--- config.mk ---
export PLATFORM = sky130hd
export DESIGN_NAME = alu_share_ctrl
export DESIGN_NICKNAME = d
export VERILOG_FILES = /design/src/rtl/alu_share_ctrl.sv
export SDC_FILE = /design/constraint.sdc
export NUM_CORES = 1
export LEC_CHECK = 0
export CAP_MARGIN = 20
export CORE_ASPECT_RATIO = 1.25
export CORE_MARGIN = 2
export CORE_UTILIZATION = 47
export CTS_CLUSTER_SIZE = 24
export DETAILED_ROUTE_END_ITERATION = 10
export GPL_ROUTABILITY_DRIVEN = 0
export PLACE_DENSITY = 0.93
export SETUP_SLACK_MARGIN = 0.5
export SLEW_MARGIN = 20
export SYNTH_ARGS = -nofsm -noshare
export SYNTH_HDL_FRONTEND = slang
export SYNTH_SLANG_ARGS = --single-unit
--- constraint.sdc ---
create_clock -name clk -period 4.9 [get_ports clk]
set_input_delay 0.49 -clock clk [delete_from_list [all_inputs] [get_ports clk]]
set_output_delay 0.49 -clock clk [all_outputs]
set_load 0.02 [all_outputs]
--- src/rtl/alu_share_ctrl.sv ---
`default_nettype none
// +----------------------------------------------------------------------------+
// | Module   : alu_share_ctrl                                                  |
// | Desc     : Two-requester arbiter/sequencer for the shared 8-bit ALU.       |
// |            Optional macro ALU_SHARE_RR_EN selects round-robin arbitration. |
// | Revision : 1.0 - initial release                                           |
// +----------------------------------------------------------------------------+
module alu_share_ctrl #(
   parameter int               CMD_W    = 5,
   parameter int               DATA_W   = 8,
   parameter logic [CMD_W-1:0] CMD_DONE = 5'b10010
) (
   input  logic              clk,
   input  logic              reset_n,
   input  logic              req0_valid,
   input  logic [CMD_W-1:0]  req0_cmd,
   input  logic [DATA_W-1:0] req0_a,
   input  logic [DATA_W-1:0] req0_b,
   output logic              req0_ready,
   output logic              resp0_valid,
   output logic [DATA_W-1:0] resp0_rslt,
   output logic              resp0_branch,
   input  logic              resp0_ready,
   input  logic              req1_valid,
   input  logic [CMD_W-1:0]  req1_cmd,
   input  logic [DATA_W-1:0] req1_a,
   input  logic [DATA_W-1:0] req1_b,
   output logic              req1_ready,
   output logic              resp1_valid,
   output logic [DATA_W-1:0] resp1_rslt,
   output logic              resp1_branch,
   input  logic              resp1_ready,
   output logic [CMD_W-1:0]  alu_cmd,
   output logic [DATA_W-1:0] alu_inA,
   output logic [DATA_W-1:0] alu_inB,
   input  logic [DATA_W-1:0] alu_rslt,
   input  logic              alu_doBranch,
   output logic              busy,
   output logic              halted,
   output logic [15:0]       ops_done
);

   typedef enum logic [1:0] {
      IDLE = 2'd0,
      EXEC = 2'd1,
      RESP = 2'd2
   } state_t;

   localparam logic [15:0] c_ops_max = 16'hFFFF;

   state_t            r_state;
   state_t            w_state_next;
   logic [CMD_W-1:0]  r_cmd;
   logic [DATA_W-1:0] r_a;
   logic [DATA_W-1:0] r_b;
   logic              r_owner;
   logic              r_halted;
   logic [15:0]       r_ops_done;
   logic              r_resp0_valid;
   logic [DATA_W-1:0] r_resp0_rslt;
   logic              r_resp0_branch;
   logic              r_resp1_valid;
   logic [DATA_W-1:0] r_resp1_rslt;
   logic              r_resp1_branch;

   logic w_grant;
   logic w_can_grant;
   logic w_accept;
   logic w_resp_hs;

`ifdef ALU_SHARE_RR_EN
   logic r_last_grant;

   // On a tie the requester that lost the previous grant wins.
   assign w_grant = req1_valid && (!req0_valid || !r_last_grant);

   always_ff @(posedge clk or negedge reset_n) begin
      if (!reset_n) begin
         r_last_grant <= 1'b1;
      end else if (w_accept) begin
         r_last_grant <= w_grant;
      end
   end
`else
   assign w_grant = req1_valid && !req0_valid;
`endif

   assign w_can_grant = (r_state == IDLE) && !r_halted;
   assign req0_ready  = w_can_grant && req0_valid && !w_grant;
   assign req1_ready  = w_can_grant && req1_valid && w_grant;
   assign w_accept    = req0_ready || req1_ready;
   assign w_resp_hs   = (r_state == RESP) && (r_owner ? resp1_ready : resp0_ready);

   always_ff @(posedge clk or negedge reset_n) begin
      if (!reset_n) begin
         r_state <= IDLE;
      end else begin
         r_state <= w_state_next;
      end
   end

   always_comb begin
      w_state_next = r_state;
      case (r_state)
         IDLE:    if (w_accept) w_state_next = EXEC;
         EXEC:    w_state_next = RESP;
         RESP:    if (w_resp_hs) w_state_next = IDLE;
         default: w_state_next = IDLE;
      endcase
   end

   always_ff @(posedge clk or negedge reset_n) begin
      if (!reset_n) begin
         r_cmd          <= '0;
         r_a            <= '0;
         r_b            <= '0;
         r_owner        <= 1'b0;
         r_halted       <= 1'b0;
         r_ops_done     <= '0;
         r_resp0_valid  <= 1'b0;
         r_resp0_rslt   <= '0;
         r_resp0_branch <= 1'b0;
         r_resp1_valid  <= 1'b0;
         r_resp1_rslt   <= '0;
         r_resp1_branch <= 1'b0;
      end else begin
         if (w_accept) begin
            r_cmd   <= w_grant ? req1_cmd : req0_cmd;
            r_a     <= w_grant ? req1_a   : req0_a;
            r_b     <= w_grant ? req1_b   : req0_b;
            r_owner <= w_grant;
         end
         if (r_state == EXEC) begin
            if (r_owner) begin
               r_resp1_valid  <= 1'b1;
               r_resp1_rslt   <= alu_rslt;
               r_resp1_branch <= alu_doBranch;
            end else begin
               r_resp0_valid  <= 1'b1;
               r_resp0_rslt   <= alu_rslt;
               r_resp0_branch <= alu_doBranch;
            end
         end
         // Clearing data on completion keeps the idle response lanes at zero.
         if (w_resp_hs) begin
            r_resp0_valid  <= 1'b0;
            r_resp0_rslt   <= '0;
            r_resp0_branch <= 1'b0;
            r_resp1_valid  <= 1'b0;
            r_resp1_rslt   <= '0;
            r_resp1_branch <= 1'b0;
            if (r_ops_done != c_ops_max) begin
               r_ops_done <= r_ops_done + 16'd1;
            end
            if (r_cmd == CMD_DONE) begin
               r_halted <= 1'b1;
            end
         end
      end
   end

   assign alu_cmd      = (r_state == EXEC) ? r_cmd : '0;
   assign alu_inA      = (r_state == EXEC) ? r_a   : '0;
   assign alu_inB      = (r_state == EXEC) ? r_b   : '0;
   assign busy         = (r_state != IDLE);
   assign halted       = r_halted;
   assign ops_done     = r_ops_done;
   assign resp0_valid  = r_resp0_valid;
   assign resp0_rslt   = r_resp0_rslt;
   assign resp0_branch = r_resp0_branch;
   assign resp1_valid  = r_resp1_valid;
   assign resp1_rslt   = r_resp1_rslt;
   assign resp1_branch = r_resp1_branch;

endmodule
`default_nettype wire

* After elaboration in Yosys (flattened, before gate mapping)
Cells that the tools add are included.
Storage, ports and cells: register bits 61, input bits 57, word-level logic and storage cells 69
Cells by class: $add $sub $neg 1, equal/unequal tests 7, mux-type cells 28, reductions and logical operators 20
Operators by type and width (count):
- 8-bit two-way mux | 10
- 16-bit by 1-bit adder with 16-bit output, second input constant | 1
- 16-bit inequality test, second input constant | 1
- 1-bit two-way mux | 13
- 5-bit two-way mux | 2
- 2-bit AND reduction | 5
- 1-bit logical AND | 7
- 2-bit case mux with 3 select lines | 1
- 2-bit nonzero test | 3
- 5-bit equality test, second input constant | 1
- 2-bit two-way mux | 2
- 2-bit inequality test, second input constant | 2
- 1-bit logical NOT | 3
- 2-bit by 1-bit equality test with 1-bit output, second input constant | 1
- 2-bit equality test, second input constant | 1
- 2-bit logical NOT | 1
- 2-bit by 1-bit inequality test with 1-bit output, second input constant | 1
- 1-bit logical OR | 1

* Longest topological paths before layout
Gate-level depths: netlist of run 1.
word-level depth 7, depth in mapped cells 5, mapped depth without buffers 5

* Worst setup path before layout of run 1
No wires, ideal clock.
path kind register to output, start reg r_state[0], end out req1_ready, arrival 1.309 ns, required time 4.410 ns, path slack 3.101 ns, stages on the path, launching flop included 3, buffers on the path 0, cell sequence dfrtp_1 -> or2_2 -> nor3_1
Between the ends: word-level cells in the longest chain between the ends 4
RTL lines:
- start: declaration | RTL line 51 | state_t r_state;
- start signal: assignment | RTL line 98 | r_state <= w_state_next;
- 2-bit logical NOT | RTL line 88 | assign w_can_grant = (r_state == IDLE) && !r_halted;
- 1-bit logical AND | RTL line 88
- 1-bit logical AND (2 in a row) | RTL line 90 | assign req1_ready = w_can_grant && req1_valid && w_grant;
- end: declaration | RTL line 28 | output logic req1_ready,
Every way passes these cells.

* Worst setup path in the final report of run 1
start in req0_valid, end out req1_ready
Between the ends: word-level cells in the longest chain between the ends 3
RTL lines:
- start: declaration | RTL line 15 | input logic req0_valid,
- 1-bit logical NOT | RTL line 85 | assign w_grant = req1_valid && !req0_valid;
- 1-bit logical AND | RTL line 85
- 1-bit logical AND | RTL line 90
Every way passes these cells.

==> results of run 1 <==
-- stage by stage --
step	hold slack (ps)	worst slack, ps	instances
floorplan	194	3100	288
finish	294	2090	496
global route	384	1990	496
CTS	325	2100	496
detailed placement	469	2110	480
global placement	452	2220	480
-- power by group through the flow --
stage | clock, uW | combinational, uW | sequential (uW)
2_1_floorplan | 0 | 458 | 889
3_3_place_gp | 0 | 951 | 815
5_1_grt | 497 | 1060 | 833
3_5_place_dp | 0 | 980 | 819
6_report | 468 | 969 | 810
4_1_cts | 476 | 981 | 812
-- layer usage --
| layer | share of wire, % | wire length [um] |
|---|---|---|
| met3 | 6.2 | 427 |
| met1 | 40 | 2770 |
| met4 | 1.8 | 122 |
| met5 | 0 | 0 |
| met2 | 52 | 3610 |
-- flip-flops by register name (all words and copies together) (netlist names) --
register and cells:
ops_done 16, r_a 8, r_b 8, resp0_rslt 8, resp1_rslt 8, r_cmd 5
r_state 2, halted 1, r_owner 1, resp0_branch 1, resp0_valid 1, resp1_branch 1
resp1_valid 1
-- layout by cell type, fill, tap and decap left out, types with 2 or more instances in the layout --
master                            instances
sky130_fd_sc_hd__xnor2_1                  3
sky130_fd_sc_hd__clkbuf_8                 9
sky130_fd_sc_hd__and4b_1                  2
sky130_fd_sc_hd__clkbuf_1                 2
sky130_fd_sc_hd__mux2_1                   2
sky130_fd_sc_hd__clkdlybuf4s50_1        116
sky130_fd_sc_hd__inv_1                    2
sky130_fd_sc_hd__nand4_1                  6
sky130_fd_sc_hd__nand3_1                  2
sky130_fd_sc_hd__dfrtp_1                 61
sky130_fd_sc_hd__nor2b_1                  2
sky130_fd_sc_hd__and2_1                  24
sky130_fd_sc_hd__o21ai_0                 24
sky130_fd_sc_hd__nand2b_1                 4
sky130_fd_sc_hd__and4_1                   3
sky130_fd_sc_hd__buf_4                    4
sky130_fd_sc_hd__a21oi_1                 10
sky130_fd_sc_hd__nor3_1                   7
sky130_fd_sc_hd__xor2_1                   7
sky130_fd_sc_hd__mux2_2                   3
sky130_fd_sc_hd__clkinv_2                 3
sky130_fd_sc_hd__and3_1                   2
sky130_fd_sc_hd__or2_2                    2
sky130_fd_sc_hd__mux2i_1                 30
sky130_fd_sc_hd__nand2_1                 51
sky130_fd_sc_hd__nor2_1                   9
sky130_fd_sc_hd__bufinv_16                2
-- critical path, cell delays in order --
cell and delay, ps:
sky130_fd_sc_hd__clkdlybuf4s50_1 460, sky130_fd_sc_hd__nand2b_1 170, sky130_fd_sc_hd__buf_4 240, sky130_fd_sc_hd__nor3_1 280, sky130_fd_sc_hd__clkdlybuf4s50_1 670
-- logic make-up after synthesis --
group / count (synthesis) / synth area share [%]
adders and majority gates: 1 / 0.425
AOI/OAI and AO/OA: 42 / 7.79
and+or+nand+nor: 122 / 22.0
xor gates and xnor gates: 10 / 2.98
DFF: 61 / 51.9
buffers and inverters: 16 / 2.26
muxes: 36 / 12.6
-- area by class of cell --
| type | instances | area share (%) |
|---|---|---|
| clock buffers | 11 | 2.99 |
| clock inverters | 5 | 1.71 |
| inverters | 2 | 0.171 |
| multi-input cells | 211 | 30.8 |
| flip-flops and latches | 61 | 34.7 |
| well taps | 85 | 2.42 |
| repair buffers | 121 | 27.2 |
-- synth_stat cells (3+ instances only) --
library cell / instances / area [sq um]
sky130_fd_sc_hd__mux2i_1: 30 / 300
sky130_fd_sc_hd__xnor2_1: 3 / 26.3
sky130_fd_sc_hd__xor2_1: 7 / 61.3
sky130_fd_sc_hd__nand2_1: 51 / 191
sky130_fd_sc_hd__a21oi_1: 10 / 50.1
sky130_fd_sc_hd__and4_1: 3 / 26.3
sky130_fd_sc_hd__buf_2: 5 / 25.0
sky130_fd_sc_hd__nand2b_1: 4 / 25.0
sky130_fd_sc_hd__nor3_1: 7 / 35.0
sky130_fd_sc_hd__mux2_2: 3 / 33.8
sky130_fd_sc_hd__and2_1: 24 / 150
sky130_fd_sc_hd__nor2_1: 9 / 33.8
sky130_fd_sc_hd__clkbuf_1: 9 / 33.8
sky130_fd_sc_hd__dfrtp_1: 61 / 1530
sky130_fd_sc_hd__o21ai_0: 24 / 120
sky130_fd_sc_hd__nand4_1: 6 / 37.5
-- final timing paths --
| check | startpoint | to | slack [ps] |
|---|---|---|---|
| setup / recovery | req0_valid | req1_ready | 2090 |
| hold / removal | reset_n | ops_done[2] | 290 |
| setup reg to reg | r_state[1] | resp0_rslt[1] | 2610 |
| hold reg to reg | r_b[6] | r_b[6] | 480 |
| max in group asynchronous | reset_n | halted | 4100 |
| min in group clk | r_b[6] | r_b[6] | 480 |
==> qor_table.md, run 1 <==
| Metric | This run |
| --- | --- |
| Share of the core filled with cells | 71.7% |
| Warnings from Yosys | 0 |
| Final count of hold timing violations | 0 |
| Filler Cells Inserted | 463 |
| Lkg Pwr | 0.00197 uW |
| Crit path required time | 4410 ps |
| Mean routed wirelength per cell | 14.0 um |
| Data arrival time of the critical path | 2320 ps |
| Effective utilization at floorplan | 48.0% |
| Met3 usage | 5.88% |
| Design area | 0.00439 sq mm |
| Number of clock buffers inserted by TritonCTS | 9 |
| Area added between synthesis and finish | 49.4% |
| Post-Synthesis Net Count | 346 |
| Ys flop type | sky130_fd_sc_hd__dfrtp_1 |
| Run status | completed |
| Type of element launching the critical path | input port |
| Clock sink count | 61 |
| Cell area after synthesis | 0.00294 sq mm |
| Wire length of the first global-routing pass | 11.5 mm |
| Part of the power in registers | 36.0% |
| Clock slew seen by the registers of the worst setup and hold paths | 70 ps |
| Setup_tns | 0 ps |
| Fraction of layout cells with a size suffix above 1 | 7.54% |
| Met2 usage in global routing | 37.6% |
| Post-cts sizing count | 0 |
| Transition time at the pin with the least slew margin | 1140 ps |
| Antenna cell count | 0 |
| Detailed router's first-iteration violation count | 110 |
| Number of distinct library cells after synthesis | 41 |
| Worst Clk Skew | 9.28 ps |
| Power Total | 2250 uW |
| Fraction of registers with async set/reset | 100% |
| Number of antenna-violating nets in the routed design | 0 |
| I/O pins | 118 |
| Die area | 0.00691 sq mm |
| Switch share | 36.3% |
| Area of combinational cells with multiple inputs | 0.00135 sq mm |
| Worst R2R Path Depth | 4 |
| Kind of critical path | input port to output port |
| Maximum number of pins on one net before global-route repair | 62 |
| Internal power summed over all cells | 1430 uW |
| Final setup viols | 0 |
| Number of max-cap violations | 0 |
| Post-synth EDFFs | 0 |
| Die outline height | 92.4 um |
| Via count | 2499 |
| Final number of max-transition violations | 0 |
| Hold buffer count at cts | 0 |
| Sequential share of the synthesized area | 51.9% |
| Avg Inst Size Synth | 10.2 sq um |
| Remaining routing DRC violations | 0 |
| Share of the clock period used by the worst path | 57.3% |
| IO buf count | 117 |
| Sequential cell area | 0.00153 sq mm |
| Clock Tree Root | sky130_fd_sc_hd__clkbuf_8 |
| P_sw | 816 uW |
| Maximum vdd ir drop | 269 uV |
| Unrepaired setup endpoints after global routing | no |
| Buffers inserted by post-CTS timing repair | 0 |
| Clock H-tree levels | 3 |
| Total placed instance area | 0.00419 sq mm |
| Die span in x | 74.7 um |
| Slew HR | 23.6% |
| Standard-cell rows | 32 |
| Fmax | 356 MHz |
| Total global-route track usage | 21.7% |
| Later-pin clock latency in the skew report | 330 ps |
| TritonRoute pass-1 iters | 5 |
| Net count, final | 464 |
| Combinational Power Share | 43.1% |
| Hold WC Path Type | input port to asynchronous set/reset pin |
| Routed wire length | 6.93 mm |
| Share of total power in the clock network | 20.8% |
| Post-detailed-placement half-perimeter wirelength | 5.14 mm |
| Min Tclk post-route | 2810 ps |
| Global route hottest layer | met2 |
| Initial antenna violation count | 0 |
| GRT Residual Overflow | 0 |
| Clk buf depth | 2 |
| Via count of the first global-routing pass | 2553 |
| Largest fanout of any net on the critical path | 22 |
| Kind of end point of the critical path | output port |
| Flops & latches, synth | 61 |
| Area of the placeable core | 0.00613 sq mm |
| TritonCTS clock tree | built |
| Instance count of the mapped netlist | 288 |
| Via density per instance | 5.04 |
| Met1 track demand over resource | 25.0% |
| Cell area power density | 511 mW/mm^2 |
No activity file was read; power rests on OpenSTA's default activity.
==> run 2, diff against run 1 <==
CORE_UTILIZATION = 39   (was 47)
PLACE_DENSITY = 0.83   (was 0.93)
clock period = 2.35 ns   (was 4.9 ns; I/O delays follow)
==> run 2 against run 1 <==
  * Power increased by 110%
  * First-iteration DRC count down 15%
  * Sequential share of layout area shrank 0.88 points
  * Wire length rose by 1.8%
  * Die area grew 19%
  * Clock power increased by 110%
  * Critical path type is now register to output port
  * Global-route usage is 3.2 points lower
  * Worst setup slack worse by 1500 ps
  * Non-clock buffer count rose by 6
==> qor_table.md, run 2 (synthesis results as in run 1) <==
| Metric | This run | Change |
| --- | --- | --- |
| Run status | completed |  |
| Transition time at the pin with the least slew margin | 417 ps | -726 ps |
| Clock Tree Root | sky130_fd_sc_hd__clkbuf_8 |  |
| Via count of the first global-routing pass | 2627 | +2.9% |
| Via density per instance | 4.99 | -0.99% |
| Min Tclk post-route | 1770 ps |  |
| Remaining routing DRC violations | 0 | unchanged |
| IO buf count | 117 | unchanged |
| Sequential cell area | 0.00153 sq mm | +0.16% |
| Final setup viols | 0 | unchanged |
| Die outline height | 101 um | +9.4% |
| Number of antenna-violating nets in the routed design | 0 | unchanged |
| Final number of max-transition violations | 0 | unchanged |
| GRT Residual Overflow | 0 | unchanged |
| Global route hottest layer | met2 |  |
| TritonRoute pass-1 iters | 4 | -1 |
| Met2 usage in global routing | 30.9% | -6.7 points |
| Lkg Pwr | 0.00202 uW | +2.6% |
| Cell area power density | 1040 mW/mm^2 | +100% |
| Hold WC Path Type | input port to asynchronous set/reset pin |  |
| Clock H-tree levels | 3 | unchanged |
| I/O pins | 118 | unchanged |
| Filler Cells Inserted | 630 | +36% |
| Post-detailed-placement half-perimeter wirelength | 5.09 mm | -1.1% |
| Die area | 0.00825 sq mm | +19% |
| Clock slew seen by the registers of the worst setup and hold paths | 70 ps | about the same |
| Maximum vdd ir drop | 469 uV | +74% |
| Most common cell after layout, fill and taps aside | sky130_fd_sc_hd__clkdlybuf4s50_1 |  |
| Slew HR | 71.6% | +48 points |
| Data arrival time of the critical path | 1530 ps | -790 ps |
| Number of max-cap violations | 0 | unchanged |
| Fmax | 566 MHz |  |
| Final count of hold timing violations | 0 | unchanged |
| Critical register-to-register path startpoint | r_owner |  |
| Initial antenna violation count | 0 | unchanged |
| Worst R2R Path Depth | 4 | unchanged |
| Kind of end point of the critical path | output port |  |
| Via count | 2539 | +1.6% |
| Later-pin clock latency in the skew report | 330 ps | about the same |
| Effective utilization at floorplan | 40.0% | -8.0 points |
| Antenna cell count | 0 | unchanged |
| Wire length of the first global-routing pass | 11.8 mm | +2.5% |
| Largest fanout of any net on the critical path | 12 | -45% |
| CP Launch Point | r_state[1] |  |
| Share of the clock period used by the worst path | 75.2% |  |
| Type of element launching the critical path | register |  |
| Max FFs per register | 16 | unchanged |
| Clk buf depth | 2 | unchanged |
| Fraction of layout cells with a size suffix above 1 | 15.6% | +8.0 points |
| Standard-cell rows | 35 | +9.4% |
| Register-to-Register Setup Slack | 610 ps | -2000 ps |
| Crit path capture | alu_inB[5] |  |
| Total global-route track usage | 18.5% | -3.2 points |
| Number of clock buffers inserted by TritonCTS | 9 | unchanged |
| Setup_tns | 0 ps | unchanged |
| Kind of critical path | register to output port |  |
| Worst Clk Skew | 9.79 ps | +0.514 ps |
| Met3 usage | 4.39% | -1.5 points |
| Highest-count cells in the layout ignoring fill and taps | 92 x sky130_fd_sc_hd__clkdlybuf4s50_1, 59 x sky130_fd_sc_hd__dfrtp_1, 51 x sky130_fd_sc_hd__nand2_1 |  |
| Die span in x | 81.7 um | +9.3% |
| Area of combinational cells with multiple inputs | 0.00138 sq mm | +1.8% |
| Detailed router's first-iteration violation count | 94 | -15% |
| Met1 track demand over resource | 22.6% | -2.4 points |
| Routed wire length | 7.06 mm | +1.8% |
| Crit path required time | 2120 ps | -2290 ps |
| Mean routed wirelength per cell | 13.9 um | -0.75% |
| TritonCTS clock tree | built |  |
| Inst Count DP | 489 | +1.9% |
| Unrepaired setup endpoints after global routing | no |  |
| Net count, final | 470 | +1.3% |
| Maximum number of pins on one net before global-route repair | 62 | unchanged |
| Clock sink count | 61 | unchanged |
| Critical register-to-register path endpoint | ops_done[14] |  |
| Area of the placeable core | 0.00736 sq mm | +20% |
| Area added between synthesis and finish | 53.6% |  |
| Number of standard cells in the layout, taps in and fillers out | 509 | +2.6% |
## run 2: cell type report
| class | count | area share [%] |
|---|---|---|
| tap | 92 | 2.55 |
| multi-input combinational | 211 | 30.5 |
| sequential | 61 | 33.9 |
| timing repair buffer | 127 | 28.3 |
| clock inverter | 5 | 1.30 |
| inverter | 2 | 0.166 |
| clock buffer | 11 | 3.35 |
## run 2: stage by stage
stage          utilization, %  cell area (sq um)  total power [uW]  setup slack, ps  hold slack (ps)
6_report                 61.4               4520              4710              584              438
5_1_grt                  61.4               4520              5050              501              461
3_3_place_gp             57.4               4220              3720              428              268
4_1_cts                  60.9               4480              4740              396              453
3_5_place_dp             57.4               4220              3780              360              269
2_1_floorplan               -               2940              2810              741            -60.6
## run 2: worst max-delay path, cell delays in order (launching register included)
cell,delay [ps]
sky130_fd_sc_hd__dfrtp_2,460
sky130_fd_sc_hd__nor2b_4,150
sky130_fd_sc_hd__buf_4,190
sky130_fd_sc_hd__and2_1,150
sky130_fd_sc_hd__clkdlybuf4s15_2,260
## run 2: where the power goes
group | total [uW] | internal [uW] | switching [uW]
Combinational | 2050 | 969 | 1080
Clock | 961 | 547 | 414
Sequential | 1700 | 1430 | 267
Total | 4710 | 2950 | 1770
## run 2: worst min path at each step
stage	from	to	slack, ps	cells after the start
floorplan	reset_n	halted	-60	0
global placement	reset_n	resp1_rslt[1]	270	2
detailed placement	reset_n	resp1_rslt[1]	270	2
CTS	reset_n	resp1_rslt[1]	450	3
global route	reset_n	resp1_rslt[1]	460	3
finish	reset_n	resp1_rslt[1]	440	3
## run 2: repair_timing
item                                   4_1_cts  5_1_grt
resized for setup                           69       10
pin swaps                                    0        1
endpoints found under the hold margin       61        0
setup endpoints to repair                   24       23
buffers inserted                             0        2
gates cloned                                 0        1
hold buffers                                 1        0
## run 2: metal layers
layer | wire length [um] | part of all wire [%]
met1 | 2890 | 41
met2 | 3570 | 51
met3 | 481 | 6.8
met4 | 112 | 1.6
met5 | 0 | 0
==> run 3, diff against run 2 <==
CORE_UTILIZATION = 43   (was 39)
PLACE_DENSITY = 0.87   (was 0.83)
clock period = 1.8 ns   (was 2.35 ns; I/O delays follow)
==> run 3 against run 2 <==
  * Sequential power up 37%
  * Clock-buffer cell count unchanged
  * Highest routed layer unchanged
  * Core utilization up 19 points
  * Power up 66%
  * Register-to-register slack worse by 450 ps
  * Die area down 8.9%
  * Clock skew down 0.78 ps
  * Largest cell class is now multi-input combinational cells
  * Via count up 15%
  * Global-route usage up 4.6 points
  * Cell area up 17%
  * First-iteration DRC count up 130%
==> qor_table.md, run 3 (synthesis results as in run 1) <==
| Metric | This run | Change |
| --- | --- | --- |
| Crit-path slowest cell | sky130_fd_sc_hd__dfrtp_2 |  |
| Total global-route track usage | 23.1% | +4.6 points |
| Critical register-to-register path startpoint | ops_done[1] |  |
| Crit path required time | 2020 ps | -100 ps |
| Effective utilization at floorplan | 44.5% | +4.5 points |
| Detailed router's first-iteration violation count | 214 | +130% |
| Crit path capture | ops_done[1] |  |
| Initial antenna violation count | 0 | unchanged |
| Maximum cell stage delay along the critical path | 410 ps | -50 ps |
| Number of antenna-violating nets in the routed design | 0 | unchanged |
| Die outline height | 96.5 um | -4.6% |
| Fraction of layout cells with a size suffix above 1 | 42.4% | +27 points |
| GRT Residual Overflow | 0 | unchanged |
| TritonCTS clock tree | built |  |
| Wire length of the first global-routing pass | 13.3 mm | +13% |
| Kind of critical path | register to register |  |
| Via density per instance | 5.34 | +7.1% |
| Worst path top cell family by delay | simple AND/OR/NAND/NOR gates |  |
| Final count of hold timing violations | 0 | unchanged |
| Setup_tns | 0 ps | unchanged |
| Kind of end point of the critical path | register |  |
| Worst hold margin | 389 ps | -49.2 ps |
| TritonRoute pass-1 iters | 5 | +1 |
| Highest-count cells in the layout ignoring fill and taps | 55 x sky130_fd_sc_hd__clkdlybuf4s50_1, 49 x sky130_fd_sc_hd__buf_4, 44 x sky130_fd_sc_hd__dfrtp_1 |  |
| Remaining routing DRC violations | 0 | unchanged |
| Final number of max-transition violations | 0 | unchanged |
| Routed wire length | 9.46 mm | +34% |
| I/O pins | 118 | unchanged |
| Type of element launching the critical path | register |  |
| Clk buf depth | 2 | unchanged |
| Share of the clock period used by the worst path | 90.8% |  |
| Standard-cell rows | 33 | -5.7% |
| Number of max-cap violations | 0 | unchanged |
| Unrepaired setup endpoints after global routing | yes |  |
| Slew HR | 66.3% | -5.4 points |
| Net count, final | 513 | +9.1% |
| Clock Tree Root | sky130_fd_sc_hd__clkbuf_8 |  |
| Via count | 2923 | +15% |
| Clock H-tree levels | 3 | unchanged |
| Number of cells on the critical path | 5 | +1 |
| Fmax | 612 MHz |  |
| Worst R2R Path Depth | 5 | +1 |
| Largest fanout of any net on the critical path | 4 | -8 |
| Final setup viols | 0 | unchanged |
| Die area | 0.00752 sq mm | -8.9% |
| Maximum vdd ir drop | 1010 uV | +120% |
| CP Launch Point | ops_done[1] |  |
| Clock slew seen by the registers of the worst setup and hold paths | 80 ps | about the same |
| Run status | completed |  |
| Ordered cell list for the critical path | ha_4, nand4_1, nor4_4, nor3_2, mux2_2 |  |
| Data arrival time of the critical path | 1860 ps | +330 ps |
| Mean routed wirelength per cell | 17.3 um | +25% |
| Number of clock buffers inserted by TritonCTS | 9 | unchanged |
| Critical register-to-register path endpoint | ops_done[1] |  |
| Maximum number of pins on one net before global-route repair | 62 | unchanged |
| IO buf count | 117 | unchanged |
| Area added between synthesis and finish | 79.7% |  |
| Max FFs per register | 16 | unchanged |
| Cell area power density | 1480 mW/mm^2 | +42% |
| Later-pin clock latency in the skew report | 340 ps | about the same |
| Register-to-Register Setup Slack | 160 ps | -450 ps |
| Filler Cells Inserted | 392 | -38% |
| Clock sink count | 61 | unchanged |
| Area of the placeable core | 0.00661 sq mm | -10% |
| Lkg Pwr | 0.00250 uW | +24% |
| Antenna cell count | 0 | unchanged |
| Via count of the first global-routing pass | 2811 | +7.0% |
| Hold WC Path Type | input port to asynchronous set/reset pin |  |
| Most common cell after layout, fill and taps aside | sky130_fd_sc_hd__clkdlybuf4s50_1 |  |
| Critical path buffer and inverter count | 0 | -2 |
| Transition time at the pin with the least slew margin | 499 ps | +81.6 ps |
| Die span in x | 78.0 um | -4.5% |
| Post-detailed-placement half-perimeter wirelength | 5.32 mm | +4.4% |
| Worst Clk Skew | 9.02 ps | -0.778 ps |
| Min Tclk post-route | 1640 ps |  |
## run 3: cell count changes in the layout (fill, tap and decap cells not counted), sizes merged
cell / change
clkdlybuf4s50: -37
nand2: +1
dlygate4sd2: +18
clkinv: -1
clkdlybuf4s15: -9
and2: +1
buf: +64
clkbuf: +5
bufinv: +1
## run 3: per-layer routing
metal | wire, um | track usage [%] | up-vias
met1 | 3400 | 25.4 | 1426
met5 | 0 | 0 | -
met2 | 5280 | 43.5 | 137
met4 | 244 | 8.48 | 0
met3 | 534 | 5.67 | 23
li1 | - | - | 1337
## run 3: tightest hold or removal path: stages
cell                            delay [ps]
sky130_fd_sc_hd__dlygate4sd3_1         530
sky130_fd_sc_hd__buf_2                 120
sky130_fd_sc_hd__buf_12                300
## run 3: layout make-up
type | count | area, sq um | share of cell area, %
Timing Repair Buffer | 168 | 1600 | 30.3
Clock inverter | 5 | 83.8 | 1.59
Sequential cell | 61 | 1550 | 29.3
Tap cell | 87 | 109 | 2.06
Clock buffer | 11 | 141 | 2.68
Multi-Input combinational cell | 213 | 1790 | 33.9
Inverter | 2 | 7.51 | 0.142
## run 3: metrics by stage
stage	cells	power [uW]	util [%]	setup slack (ps)	cell area [sq um]
floorplan	288	3720	-	250	3010
global placement	492	4980	65.9	33.9	4350
detailed placement	492	5070	65.9	9.95	4350
CTS	526	6620	72.4	175	4780
global route	547	8230	80.0	101	5280
finish	547	7830	80.0	165	5280
## run 3: where the power goes
| group | leakage (uW) | internal [uW] | total (uW) | switching (uW) |
|---|---|---|---|---|
| Clock | 0.000106 | 820 | 1380 | 564 |
| Combinational | 0.00164 | 2040 | 4120 | 2080 |
| Sequential | 0.000758 | 1880 | 2330 | 442 |
| Total | 0.00250 | 4750 | 7830 | 3080 |
## run 3: timing repair
item,CTS,global route
setup endpoints to repair,118,94
endpoints found under the hold margin,61,0
pin swaps,14,46
hold buffers,1,0
cloned,3,5
setup buffers,14,16
resized for setup,213,119
## run 3: worst min path at each step
stage	to	depth (start not counted)	slack (ps)	start
after floorplan	halted	0	-120	reset_n
after global placement	r_a[2]	2	210	reset_n
after detailed placement	r_a[3]	2	210	reset_n
after CTS	r_cmd[3]	3	380	reset_n
after global routing	r_a[2]	3	400	reset_n
final	r_a[2]	3	390	reset_n
